[src/rtl/mem_requester_pkg.sv]
// mem_requester_pkg: shared widths, phase-count limits and FSM state encoding
package mem_requester_pkg;
  localparam int ADDR_W  = 7;
  localparam int DATA_W  = 32;
  localparam int CYC_MIN = 1;
  localparam int CYC_MAX = 15;
  typedef enum logic [2:0] {IDLE, SETUP, STROBE, RELEASE, RESP} state_t;
  function automatic logic [3:0] cyc_load(input int n);
    return n < CYC_MIN ? 4'd0 : n > CYC_MAX ? 4'(CYC_MAX - 1) : 4'(n - 1);
  endfunction
endpackage

[src/rtl/mem_requester_if.sv]
// mem_requester_if: CPU request/response and memory strobe bus
interface mem_requester_if;
  import mem_requester_pkg::*;
  logic              reqValid;
  logic              reqWrite;
  logic [ADDR_W-1:0] reqAddr;
  logic [DATA_W-1:0] reqData;
  logic              reqReady;
  logic              respValid;
  logic              respReady;
  logic [DATA_W-1:0] respData;
  logic [ADDR_W-1:0] readMem;
  logic [ADDR_W-1:0] writeMem;
  logic [DATA_W-1:0] writeData;
  logic              trigRead;
  logic              trigWrite;
  logic [DATA_W-1:0] readData;
  modport slave (
    input  reqValid, reqWrite, reqAddr, reqData, respReady, readData,
    output reqReady, respValid, respData, readMem, writeMem, writeData, trigRead, trigWrite
  );
  modport master (
    output reqValid, reqWrite, reqAddr, reqData, respReady, readData,
    input  reqReady, respValid, respData, readMem, writeMem, writeData, trigRead, trigWrite
  );
endinterface

[src/rtl/mem_req_timer.sv]
// mem_req_timer: 4-bit down-counter timing the SETUP and STROBE phases
module mem_req_timer (
  input  logic       clk,
  input  logic       rst,
  input  logic       i_load,
  input  logic [3:0] i_val,
  output logic       o_expire
);
  logic [3:0] r_cnt;
  // load a phase length, then count down and park at zero
  always_ff @(posedge clk)
    if (rst) r_cnt <= '0;
    else if (i_load) r_cnt <= i_val;
    else if (r_cnt != '0) r_cnt <= r_cnt - 4'd1;
  assign o_expire = r_cnt == '0;
endmodule

[src/rtl/mem_requester.sv]
// mem_requester: strobe-based memory access controller; MEM_REQUESTER_VERIFY_EN adds store read-back and verifyErr
module mem_requester
  import mem_requester_pkg::*;
#(
  parameter int SETUP_CYCLES  = 1,
  parameter int STROBE_CYCLES = 1
) (
  input  logic clk,
  input  logic reset,
  mem_requester_if.slave bus
`ifdef MEM_REQUESTER_VERIFY_EN
  ,
  output logic verifyErr
`endif
);
  state_t            r_state, w_next;
  logic [ADDR_W-1:0] r_addr;
  logic [DATA_W-1:0] r_data, r_respData;
  logic              r_write, r_trigRead, r_trigWrite;
  logic              w_accept, w_verify, w_reverify, w_readDir, w_load, w_expire;
  logic [3:0]        w_loadVal;

  assign w_accept  = r_state == IDLE && bus.reqValid;
  assign w_readDir = !r_write || w_verify;

  mem_req_timer u_timer (
    .clk     (clk),
    .rst     (reset),
    .i_load  (w_load),
    .i_val   (w_loadVal),
    .o_expire(w_expire)
  );

`ifdef MEM_REQUESTER_VERIFY_EN
  logic r_verify;
  assign w_verify   = r_verify;
  assign w_reverify = r_write && !r_verify;
  // after a store's RELEASE, run one extra read pass and compare it with the stored word
  always_ff @(posedge clk)
    if (reset) begin
      r_verify  <= 1'b0;
      verifyErr <= 1'b0;
    end else if (w_accept) begin
      r_verify  <= 1'b0;
      verifyErr <= 1'b0;
    end else if (r_state == RELEASE) begin
      r_verify <= w_reverify;
      if (r_verify) verifyErr <= bus.readData != r_data;
    end
`else
  assign w_verify   = 1'b0;
  assign w_reverify = 1'b0;
`endif

  // next state and phase timer loads
  always_comb begin
    w_next    = r_state;
    w_load    = 1'b0;
    w_loadVal = cyc_load(SETUP_CYCLES);
    case (r_state)
      IDLE:    if (bus.reqValid) begin
                 w_next = SETUP;
                 w_load = 1'b1;
               end
      SETUP:   if (w_expire) begin
                 w_next    = STROBE;
                 w_load    = 1'b1;
                 w_loadVal = cyc_load(STROBE_CYCLES);
               end
      STROBE:  if (w_expire) w_next = RELEASE;
      RELEASE: begin
                 w_next = w_reverify ? SETUP : RESP;
                 w_load = w_reverify;
               end
      RESP:    if (bus.respReady) w_next = IDLE;
      default: w_next = IDLE;
    endcase
  end

  // state, latched request, flop-driven strobes and response capture
  always_ff @(posedge clk)
    if (reset) begin
      r_state     <= IDLE;
      r_addr      <= '0;
      r_data      <= '0;
      r_write     <= 1'b0;
      r_respData  <= '0;
      r_trigRead  <= 1'b0;
      r_trigWrite <= 1'b0;
    end else begin
      r_state     <= w_next;
      r_trigRead  <= w_next == STROBE && w_readDir;
      r_trigWrite <= w_next == STROBE && !w_readDir;
      if (w_accept) begin
        r_addr  <= bus.reqAddr;
        r_data  <= bus.reqData;
        r_write <= bus.reqWrite;
      end
      if (r_state == RELEASE && !w_reverify) r_respData <= r_write ? r_data : bus.readData;
    end

  assign bus.reqReady  = r_state == IDLE;
  assign bus.respValid = r_state == RESP;
  assign bus.respData  = r_respData;
  assign bus.readMem   = r_addr;
  assign bus.writeMem  = r_addr;
  assign bus.writeData = r_data;
  assign bus.trigRead  = r_trigRead;
  assign bus.trigWrite = r_trigWrite;
endmodule

[src/flat_wrapper.sv]
// flat-port wrapper written by rule: the top's interface ports become plain ports
module mem_requester_flat import mem_requester_pkg::*;
#(
  parameter int SETUP_CYCLES  = 1,
  parameter int STROBE_CYCLES = 1
)
  (clk, reset, bus_reqValid, bus_reqWrite, bus_reqAddr, bus_reqData, bus_respReady, bus_readData, bus_reqReady, bus_respValid, bus_respData, bus_readMem, bus_writeMem, bus_writeData, bus_trigRead, bus_trigWrite);
  mem_requester_if bus_i ();
  input  logic clk;
  input  logic reset;
  input wire logic [$bits(bus_i.reqValid)-1:0] bus_reqValid;
  input wire logic [$bits(bus_i.reqWrite)-1:0] bus_reqWrite;
  input wire logic [$bits(bus_i.reqAddr)-1:0] bus_reqAddr;
  input wire logic [$bits(bus_i.reqData)-1:0] bus_reqData;
  input wire logic [$bits(bus_i.respReady)-1:0] bus_respReady;
  input wire logic [$bits(bus_i.readData)-1:0] bus_readData;
  output wire logic [$bits(bus_i.reqReady)-1:0] bus_reqReady;
  output wire logic [$bits(bus_i.respValid)-1:0] bus_respValid;
  output wire logic [$bits(bus_i.respData)-1:0] bus_respData;
  output wire logic [$bits(bus_i.readMem)-1:0] bus_readMem;
  output wire logic [$bits(bus_i.writeMem)-1:0] bus_writeMem;
  output wire logic [$bits(bus_i.writeData)-1:0] bus_writeData;
  output wire logic [$bits(bus_i.trigRead)-1:0] bus_trigRead;
  output wire logic [$bits(bus_i.trigWrite)-1:0] bus_trigWrite;
  assign bus_i.reqValid = bus_reqValid;
  assign bus_i.reqWrite = bus_reqWrite;
  assign bus_i.reqAddr = bus_reqAddr;
  assign bus_i.reqData = bus_reqData;
  assign bus_i.respReady = bus_respReady;
  assign bus_i.readData = bus_readData;
  assign bus_reqReady = bus_i.reqReady;
  assign bus_respValid = bus_i.respValid;
  assign bus_respData = bus_i.respData;
  assign bus_readMem = bus_i.readMem;
  assign bus_writeMem = bus_i.writeMem;
  assign bus_writeData = bus_i.writeData;
  assign bus_trigRead = bus_i.trigRead;
  assign bus_trigWrite = bus_i.trigWrite;
  mem_requester #(.SETUP_CYCLES(SETUP_CYCLES), .STROBE_CYCLES(STROBE_CYCLES)) u_core (.clk(clk), .reset(reset), .bus(bus_i));
endmodule
[config.mk]
export PLATFORM = sky130hd
export DESIGN_NAME = mem_requester_flat
export DESIGN_NICKNAME = d
export VERILOG_FILES = /design/src/rtl/mem_requester_pkg.sv /design/src/rtl/mem_requester_if.sv /design/src/rtl/mem_req_timer.sv /design/src/rtl/mem_requester.sv /design/src/flat_wrapper.sv
export SDC_FILE = /design/constraint.sdc
export NUM_CORES = 1
export LEC_CHECK = 0
export BUFFER_PORTS_ARGS = -buffer_cell sky130_fd_sc_hd__buf_4
export CAP_MARGIN = 20
export CORE_AREA = 3 3 102 104
export DETAILED_ROUTE_END_ITERATION = 16
export DIE_AREA = 0 0 105 107
export PLACE_DENSITY_LB_ADDON = 0.1
export SYNTH_ARGS = -nofsm -noshare
export SYNTH_HDL_FRONTEND = slang
export SYNTH_SLANG_ARGS = --single-unit
[constraint.sdc]
create_clock -name clk -period 1.63 [get_ports clk]
set_input_delay 0.326 -clock clk [delete_from_list [all_inputs] [get_ports clk]]
set_output_delay 0.326 -clock clk [all_outputs]
set_load 0.1 [all_outputs]
[Word level (Yosys, flattened, before mapping)]
Index checks and enable logic that the tools add are counted.
Storage, ports and cells
  bits in registers: 81
  input port bits: 76
  output and inout bits: 82
  word-level logic and storage cells: 31
Cells by class
  add/sub/neg operators: 1
  eq/ne operators: 5
  muxes and demuxes: 9
  reductions and logical operators: 8
Operator list (count)
  $mux W32: 1
  $pmux W3 S5: 1
  $mux W3: 4
  $eq A3 B2 Y1 const B: 3
  $logic_not A4 Y1: 1
  $reduce_bool A4 Y1: 1
  $sub A4 B1 Y4 const B: 1
  $eq A3 B1 Y1 const B: 1
  $eq A3 B3 Y1 const B: 1
  $logic_and A1 B1 Y1: 3
  $logic_not A3 Y1: 1
  $mux W1: 2
  $pmux W1 S2: 1
  $reduce_or A2 Y1: 1
  $logic_not A1 Y1: 1

[Logic depth before layout (Yosys ltp)]
Gate-level depths: netlist of the first run.
  word-level depth: 5
  gate-level depth with buffers: 6

[By module]
Synthesis of the first run repeated with hierarchy kept, for this count alone.
Second synthesis, totals
  cell total of the unflattened synthesis: 376
  area, all modules: 3826.2 um2
By module, submodules not included
  mem_requester: instances 1, cells an instance 352, area an instance 3597.2 um2
  mem_req_timer: instances 1, cells an instance 24, area an instance 229.0 um2

[Least setup slack after synthesis of the first run]
No wires, ideal clock.
  path kind: register to register
  from: reg u_core.r_state[2]
  to: reg u_core.r_state[2]
  setup time: 74 ps
  arrival: 3052 ps
  data required time: 1556 ps
  slack: -1496 ps
  cell stages (with the launch flop): 4
  path through: dfxtp_1 nor3b_1 a21oi_1 nor2_1
On the way
  longest elaborated chain between the ends: 2
RTL lines
  from (decl): line mem_requester.sv:16  | state_t r_state, w_next;
  from (signal assigned): line mem_requester.sv:91  | r_state <= w_next;
  $eq A3 B3 Y1
  via bus_respValid: line flat_wrapper.sv:18  | output wire logic [$bits(bus_i.respValid)-1:0] bus_respValid;
  $pmux W3 S5: line mem_requester.sv:60  | case (r_state)
The timed path passes the listed nets, and every way through them passes these cells.
A chain may end at the register's enable or synchronous reset.

[Worst setup path after layout of the first run]
  from: reg u_core.r_state[1]
  to: out bus_respValid
On the way
  longest elaborated chain between the ends: 1
RTL lines
  $eq A3 B3 Y1: line mem_requester.sv:103  | assign bus.respValid = r_state == RESP;
  to (decl): line flat_wrapper.sv:18
Every way passes these cells.

==> impl_metrics.toml, run 1 <==
[critical_path]
critPathLaunchType = "register"
required_ns = 1.30
crit_fanout = 3
crit_path_end_kind = "output pin"
crit_path_max_incr_delay_ns = 0.34
cp.arrival_ns = 1.25
path_cells = "buf_6 > nor3b_4 > buf_12"
critPathKind = "reg -> out"
slowest_stage = "dfxtp_2"
critPathTopFamily = "flip-flops"
worst-path-buf-inv = 2

[synthesis]
synthArstFlopShare = 0
synth_cells = 372
yosysTopAreaCell = "dfxtp_1"
synth.avg_cell_area_um2 = 8.93
yosysTopAreaCellShare = 0.488
ys_seq_area_frac = 0.488
synth_edf_count = 0
synth_ff_type = "dfxtp_1"
synth_warnings = 0
netlist_area_um2 = 3320
synth.area.top_cells = "dfxtp_1 (49%), mux2i_1 (9.9%), nand2_1 (9.0%), a211oi_1 (7.9%), a21oi_1 (6.2%)"
synth_seq_cells = 81
synthDistinctLibCells = 30
netlist_top_cells_count = "dfxtp_1 (81), nand2_1 (80), a21oi_1 (41)"
syn_nets = 449
yosysMostFrequentCell = "dfxtp_1"

[pwr]
swShare = 0.528
comb_power_share = 0.568
internal_power_w = 0.00461
irDropWorstVdd_uv = 999
p_per_area_nw_per_um2 = 2010
power_leakage_nw = 2.05
pwr-share-seq = 0.274
p_clk_frac = 0.158
p_sw_w = 0.00517

[clock_network]
htreeDepth = 3
clk_latency_ns = 0.35
numClockSinks = 81
root_buffer = "clkbuf_8"
clkSlewWorstSetupHoldPaths_ns = 0.09
numCtsBuffers = 9
cts_tree = "built"
ctsLongestPathBuffers = 2

[placement]
placed_area_um2 = 4590
dp_slack_ns = 0.0605
dpl.hpwl_um = 6600
portBuffers = 157
routabilityCongestion = 0.745

[routing]
dr_total_vias = 3011
wire_per_inst_um = 14.2
first_iter_violations = 74
drt_pass1_iterations = 4
antenna_left = 0
viasPerCell = 4.58
wl_um = 9330
drc_errors = 0

[cells_and_area]
drive_above_1_share = 0.403
final_area_um2 = 4860
n_antenna_cell = 0
area_delta_synth_final_pct = 46.4
nets = 596

[hold_path]
hp-class = "in -> reg"

[sta]
timing.hold.ws_ns = 0.217
hold_viol = 0
fin_crit_sh = 0.970
finalSetupViolations = 0
setup_ws_ns = 0.0491
fmax_mhz = 633
drv_slew = 0
fin_skew_ns = 0.0123
worst_slew_pin_slew_ns = 0.285
slew_headroom = 0.807
min_period_ns = 1.58

[floorplan]
die_x_um = 105
io_pins = 158
die_h_um = 107
dieArea_um2 = 11200
row_count = 36
start_util = 0.345
core-area_um2 = 9640

[status]
status = "finished, final reports clean"

[grt]
grt_remaining_overflow = 0
grtUsageTotal = 0.163
antenna_found_initial = 0
grt_pass1_wl_um = 14700
grt_max_degree = 46
grt_pass1_vias = 2928

[run]
cap_violations = 0
[layout by cell type, fill, tap and decap left out, types with 2 or more instances in the layout]
| cell | synthesis | final |
|---|---|---|
| nand3_1 | 2 | 2 |
| mux2i_1 | 33 | 33 |
| nor2_1 | 36 | 36 |
| or2_2 | 2 | 2 |
| a211oi_1 | 35 | 33 |
| dfxtp_2 | 0 | 11 |
| clkbuf_8 | 0 | 11 |
| buf_6 | 10 | 3 |
| inv_1 | 3 | 3 |
| a21oi_1 | 41 | 41 |
| dfxtp_1 | 81 | 69 |
| clkinv_4 | 0 | 3 |
| buf_12 | 0 | 4 |
| a211oi_2 | 0 | 2 |
| nand2_1 | 80 | 80 |
| buf_4 | 8 | 167 |
| nor3_1 | 3 | 2 |
[cell type report]
cell class | count | area [µm²]
multi-input combinational | 250 | 1460
sequential | 81 | 1640
inverter | 3 | 11.3
tap | 133 | 166
clock buffer | 11 | 151
fill | 956 | 4780
clock inverter | 5 | 63.8
timing repair buffer | 174 | 1370
[tightest hold or removal path, stage by stage]
cell     delay, ns
buf_4         0.11
nand2_1       0.05
a21oi_1       0.05
[state kept, by name, indices dropped and copies added (netlist names)]
register	flops
u_core.bus.readMem	7
u_core.bus.writeData	32
u_core.bus.respData	32
u_core.u_timer.r_cnt	4
u_core.r_state	3
u_core.r_write	1
u_core.bus.trigWrite	1
u_core.bus.trigRead	1
[power groups by stage]
stage / Clock [W] / Combinational, W / Sequential [W]
final: 0.00154 / 0.00555 / 0.00268
after detailed placement: 0 / 0.00550 / 0.00273
after CTS: 0.00161 / 0.00558 / 0.00268
after global routing: 0.00168 / 0.00582 / 0.00275
after global placement: 0 / 0.00546 / 0.00272
after floorplan: 0 / 0.00198 / 0.00518
[logic make-up (layout without fill, tap and decap cells)]
group                    after synthesis  count (layout)  share of synthesized area
AND/OR/NAND/NOR                      137             137                      0.180
flip-flops                            81              81                      0.488
buffers and inverters                 41             193                     0.0814
multiplexers                          33              33                     0.0994
AO/OA/AOI/OAI                         79              79                      0.147
adder cells (fa/ha/maj)                1               1                    0.00377
[routing by layer]
layer / GRT usage / vias to the layer above / share of wire
met5: 0 / - / 0
met4: 0.0590 / 0 / 0.014
met3: 0.0367 / 11 / 0.056
met2: 0.272 / 89 / 0.48
met1: 0.206 / 1356 / 0.45
li1: - / 1555 / -
[repair_timing]
| item | in CTS | in global routing |
|---|---|---|
| hold endpoints to repair | 0 | 0 |
| endpoints found under the setup margin | 2 | 4 |
| pin swaps | 1 | 1 |
| gates cloned | 0 | 0 |
| hold buffers | 0 | 0 |
| gates resized for setup | 7 | 5 |
| buffers inserted | 1 | 1 |
[metrics by stage]
stage	std cells	total power, W	util	TNS [ns]
2_1_floorplan	372	0.00716	-	0
3_3_place_gp	639	0.00818	0.477	0
3_5_place_dp	639	0.00823	0.477	0
4_1_cts	656	0.00986	0.502	0
5_1_grt	657	0.0103	0.505	-0.00757
6_report	657	0.00978	0.505	0
[path summary, 6_finish.rpt]
kind	from	end	slack (ns)	depth (start not counted)
setup reg to reg	u_core.u_timer.r_cnt[0]$_SDFFE_PP0N_	u_core.u_timer.r_cnt[0]$_SDFFE_PP0N_	0.12	6
hold reg to reg	u_core.bus.readMem[0]$_SDFFE_PP0P_	u_core.bus.readMem[0]$_SDFFE_PP0P_	0.47	2
setup / recovery	u_core.r_state[1]$_SDFF_PP0_	bus_respValid	0.05	3
hold / removal	bus_reqData[5]	u_core.bus.writeData[5]$_SDFFE_PP0P_	0.22	3
Power figures use the tool's default switching activity.
==> run 2, diff against run 1 <==
--- a/config.mk
+++ b/config.mk
@@ -5,11 +5,12 @@
 export SDC_FILE = /design/constraint.sdc
 export NUM_CORES = 1
 export LEC_CHECK = 0
+export ABC_AREA = 1
 export BUFFER_PORTS_ARGS = -buffer_cell sky130_fd_sc_hd__buf_4
 export CAP_MARGIN = 20
-export CORE_AREA = 3 3 102 104
+export CORE_AREA = 4 4 103 105
 export DETAILED_ROUTE_END_ITERATION = 16
-export DIE_AREA = 0 0 105 107
+export DIE_AREA = 0 0 107 109
 export PLACE_DENSITY_LB_ADDON = 0.1
 export SYNTH_ARGS = -nofsm -noshare
 export SYNTH_HDL_FRONTEND = slang
==> impl_metrics.toml, run 2 <==
[status]
status = "finished, final reports clean"

[floorplan]
dieArea_um2 = 11700
start_util = 0.346
row_count = 36
die_h_um = 109
io_pins = 158
die_x_um = 107
core-area_um2 = 9640

[synthesis]
synth_edf_count = 0
synth_ff_type = "dfxtp_1"
synth_top_family_by_area = "simple AND/OR/NAND/NOR gates"
ys_seq_area_frac = 0.487
synthArstFlopShare = 0
netlist_top_cells_count = "nand2_1 (109), dfxtp_1 (81), o21ai_0 (49)"
synthDistinctLibCells = 23
synth-adder-area-share = 0.00376
netlist_area_um2 = 3330
synth.avg_cell_area_um2 = 7.69
synth.area.top_cells = "dfxtp_1 (49%), nand2_1 (12%), o21ai_0 (7.4%), a21oi_1 (6.6%), o211a_1 (4.8%)"
synth_warnings = 0
muxShareOfSynthArea = 0
synth_cells = 433
synth-simple-area-share = 0.217
synth_compound_area_frac = 0.190
yosysMostFrequentCell = "nand2_1"
yosysTopAreaCellShare = 0.487
synth-xor-area-share = 0.00263
syn_nets = 510
synth_seq_cells = 81
yosysTopAreaCell = "dfxtp_1"

[sta]
worst_slew_pin_slew_ns = 0.362
rsz0062_at_grt = "no"
fin_skew_ns = 0.00932
min_period_ns = 1.52
finalSetupViolations = 0
fmax_mhz = 656
fin_crit_sh = 0.935
tns_ns = 0
drv_slew = 0
timing.hold.ws_ns = 0.230
hold_viol = 0
slew_headroom = 0.759

[hold_path]
hp-class = "in -> reg"

[pwr]
swShare = 0.391
pwr-share-seq = 0.370
p_clk_frac = 0.298
p_per_area_nw_per_um2 = 1240
p_sw_w = 0.00235
internal_power_w = 0.00365
comb_power_share = 0.332
power_leakage_nw = 2.37
irDropWorstVdd_uv = 493

[clock_network]
htreeDepth = 3
root_buffer = "clkbuf_8"
cts_tree = "built"
clk_latency_ns = 0.35
cts_setup_buffers = 0
ctsLongestPathBuffers = 2
clkSlewWorstSetupHoldPaths_ns = 0.08
postCtsHoldBufs = 0
numClockSinks = 81
numCtsBuffers = 9

[critical_path]
timing.rr.start = "u_core.u_timer.r_cnt[0]$_SDFFE_PP0N_"
crit_path_end_kind = "output pin"
required_ns = 1.30
reg2regPathDepth = 8
crit_start = "u_core.r_state[0]$_SDFF_PP0_"
reg2reg_to = "u_core.bus.trigRead$_SDFF_PP0_"
reg2reg_slack_ns = 0.28
crit_fanout = 4
critPathKind = "reg -> out"
critPathLaunchType = "register"
cp.arrival_ns = 1.20
cp-endpoint = "bus_respValid"

[routing]
viasPerCell = 4.56
drt_pass1_iterations = 4
drc_errors = 0
wire_per_inst_um = 13.4
first_iter_violations = 133
wl_um = 9610
dr_total_vias = 3259
antenna_left = 0

[cells_and_area]
nets = 654
area_delta_synth_final_pct = 44.7
n_antenna_cell = 0
layout_commonest_cell = "buf_4"
seq_area_um2 = 1630
multi_input_area_um2 = 1380
layout_common_cells = "buf_4 (166), nand2_1 (109), dfxtp_1 (73)"
nFillCells = 999
drive_above_1_share = 0.344

[placement]
dpl.hpwl_um = 6900
portBuffers = 157
routabilityCongestion = 0.746

[grt]
grt_pass1_vias = 3171
grt_remaining_overflow = 0
top_usage_layer = "met2"
grt_max_degree = 37
grtUsageTotal = 0.163
use_met2 = 0.252
grt_use_met1 = 0.214
met3_usage = 0.0533
antenna_found_initial = 0
grt_pass1_wl_um = 15200

[run]
cap_violations = 0
==> run 2: cell types whose count changed in the layout (fill, tap and decap cells not counted), sizes merged, moves of 6 or more <==
cell / previous run / this run
inv: 3 / 27
nand2: 80 / 109
o21ai: 1 / 49
a211oi: 35 / 0
o211a: 0 / 16
mux2i: 33 / 0
nand3: 2 / 22
nor2: 36 / 42
==> run 2: worst min-delay path by stage <==
stage	endpoint	from	slack [ns]	cells past startpoint
after floorplan	u_core.u_timer.r_cnt[0]$_SDFFE_PP0N_	u_core.u_timer.r_cnt[0]$_SDFFE_PP0N_	0.44	2
after global placement	u_core.u_timer.r_cnt[0]$_SDFFE_PP0N_	u_core.u_timer.r_cnt[0]$_SDFFE_PP0N_	0.45	2
after detailed placement	u_core.bus.writeData[18]$_SDFFE_PP0P_	u_core.bus.writeData[18]$_SDFFE_PP0P_	0.45	2
after CTS	u_core.bus.readMem[2]$_SDFFE_PP0P_	bus_reqAddr[2]	0.21	3
after global routing	u_core.bus.readMem[0]$_SDFFE_PP0P_	bus_reqAddr[0]	0.22	3
final	u_core.bus.readMem[4]$_SDFFE_PP0P_	bus_reqAddr[4]	0.23	3
==> run 2: worst max-delay path: stages, from the launching register on <==
cell and delay, ns:
dfxtp_1 0.38, nor2_4 0.13, nand2_1 0.08, inv_1 0.10
buf_12 0.18
==> run 2: layout make-up <==
cell class / count / area share
sequential: 81 / 0.338
multi-input combinational: 288 / 0.285
timing repair buffer: 169 / 0.269
tap: 133 / 0.0345
clock buffer: 11 / 0.0293
inverter: 28 / 0.0218
clock inverter: 5 / 0.0213
==> run 2: routing by layer <==
metal / up-vias / part of all wire
met5: - / 0
met4: 0 / 0.012
met3: 10 / 0.087
met2: 113 / 0.44
met1: 1455 / 0.46
li1: 1681 / -
==> run 2: cell families (layout without fill, tap and decap cells) <==
family	count (synthesis)	count (layout)
simple gates	176	176
flops	81	81
xor+xnor	1	1
compound gates	110	110
buf+inv	64	213
fa+ha+maj	1	1
==> run 2: repair_timing <==
| action | 4_1_cts | 5_1_grt |
|---|---|---|
| endpoints found under the setup margin | 1 | 2 |
| gates resized for setup | 1 | 4 |
| gates cloned | 0 | 0 |
| pin swaps | 0 | 0 |
==> run 2: per-stage QoR <==
step	cells	area, µm²	total power (W)	setup slack [ns]	util
floorplan	433	3340	0.00379	0.158	-
global placement	699	4560	0.00425	0.328	0.473
detailed placement	699	4560	0.00426	0.265	0.473
CTS	715	4810	0.00605	0.00490	0.499
global route	715	4820	0.00625	0.00630	0.500
finish	715	4820	0.00600	0.106	0.500
==> run 2: power by group through the flow <==
| stage | clock (W) | combinational, W | sequential, W |
|---|---|---|---|
| floorplan | 0 | 0.000598 | 0.00319 |
| global placement | 0 | 0.00199 | 0.00226 |
| detailed placement | 0 | 0.00200 | 0.00226 |
| CTS | 0.00183 | 0.00200 | 0.00222 |
| global route | 0.00191 | 0.00210 | 0.00224 |
| finish | 0.00179 | 0.00199 | 0.00222 |
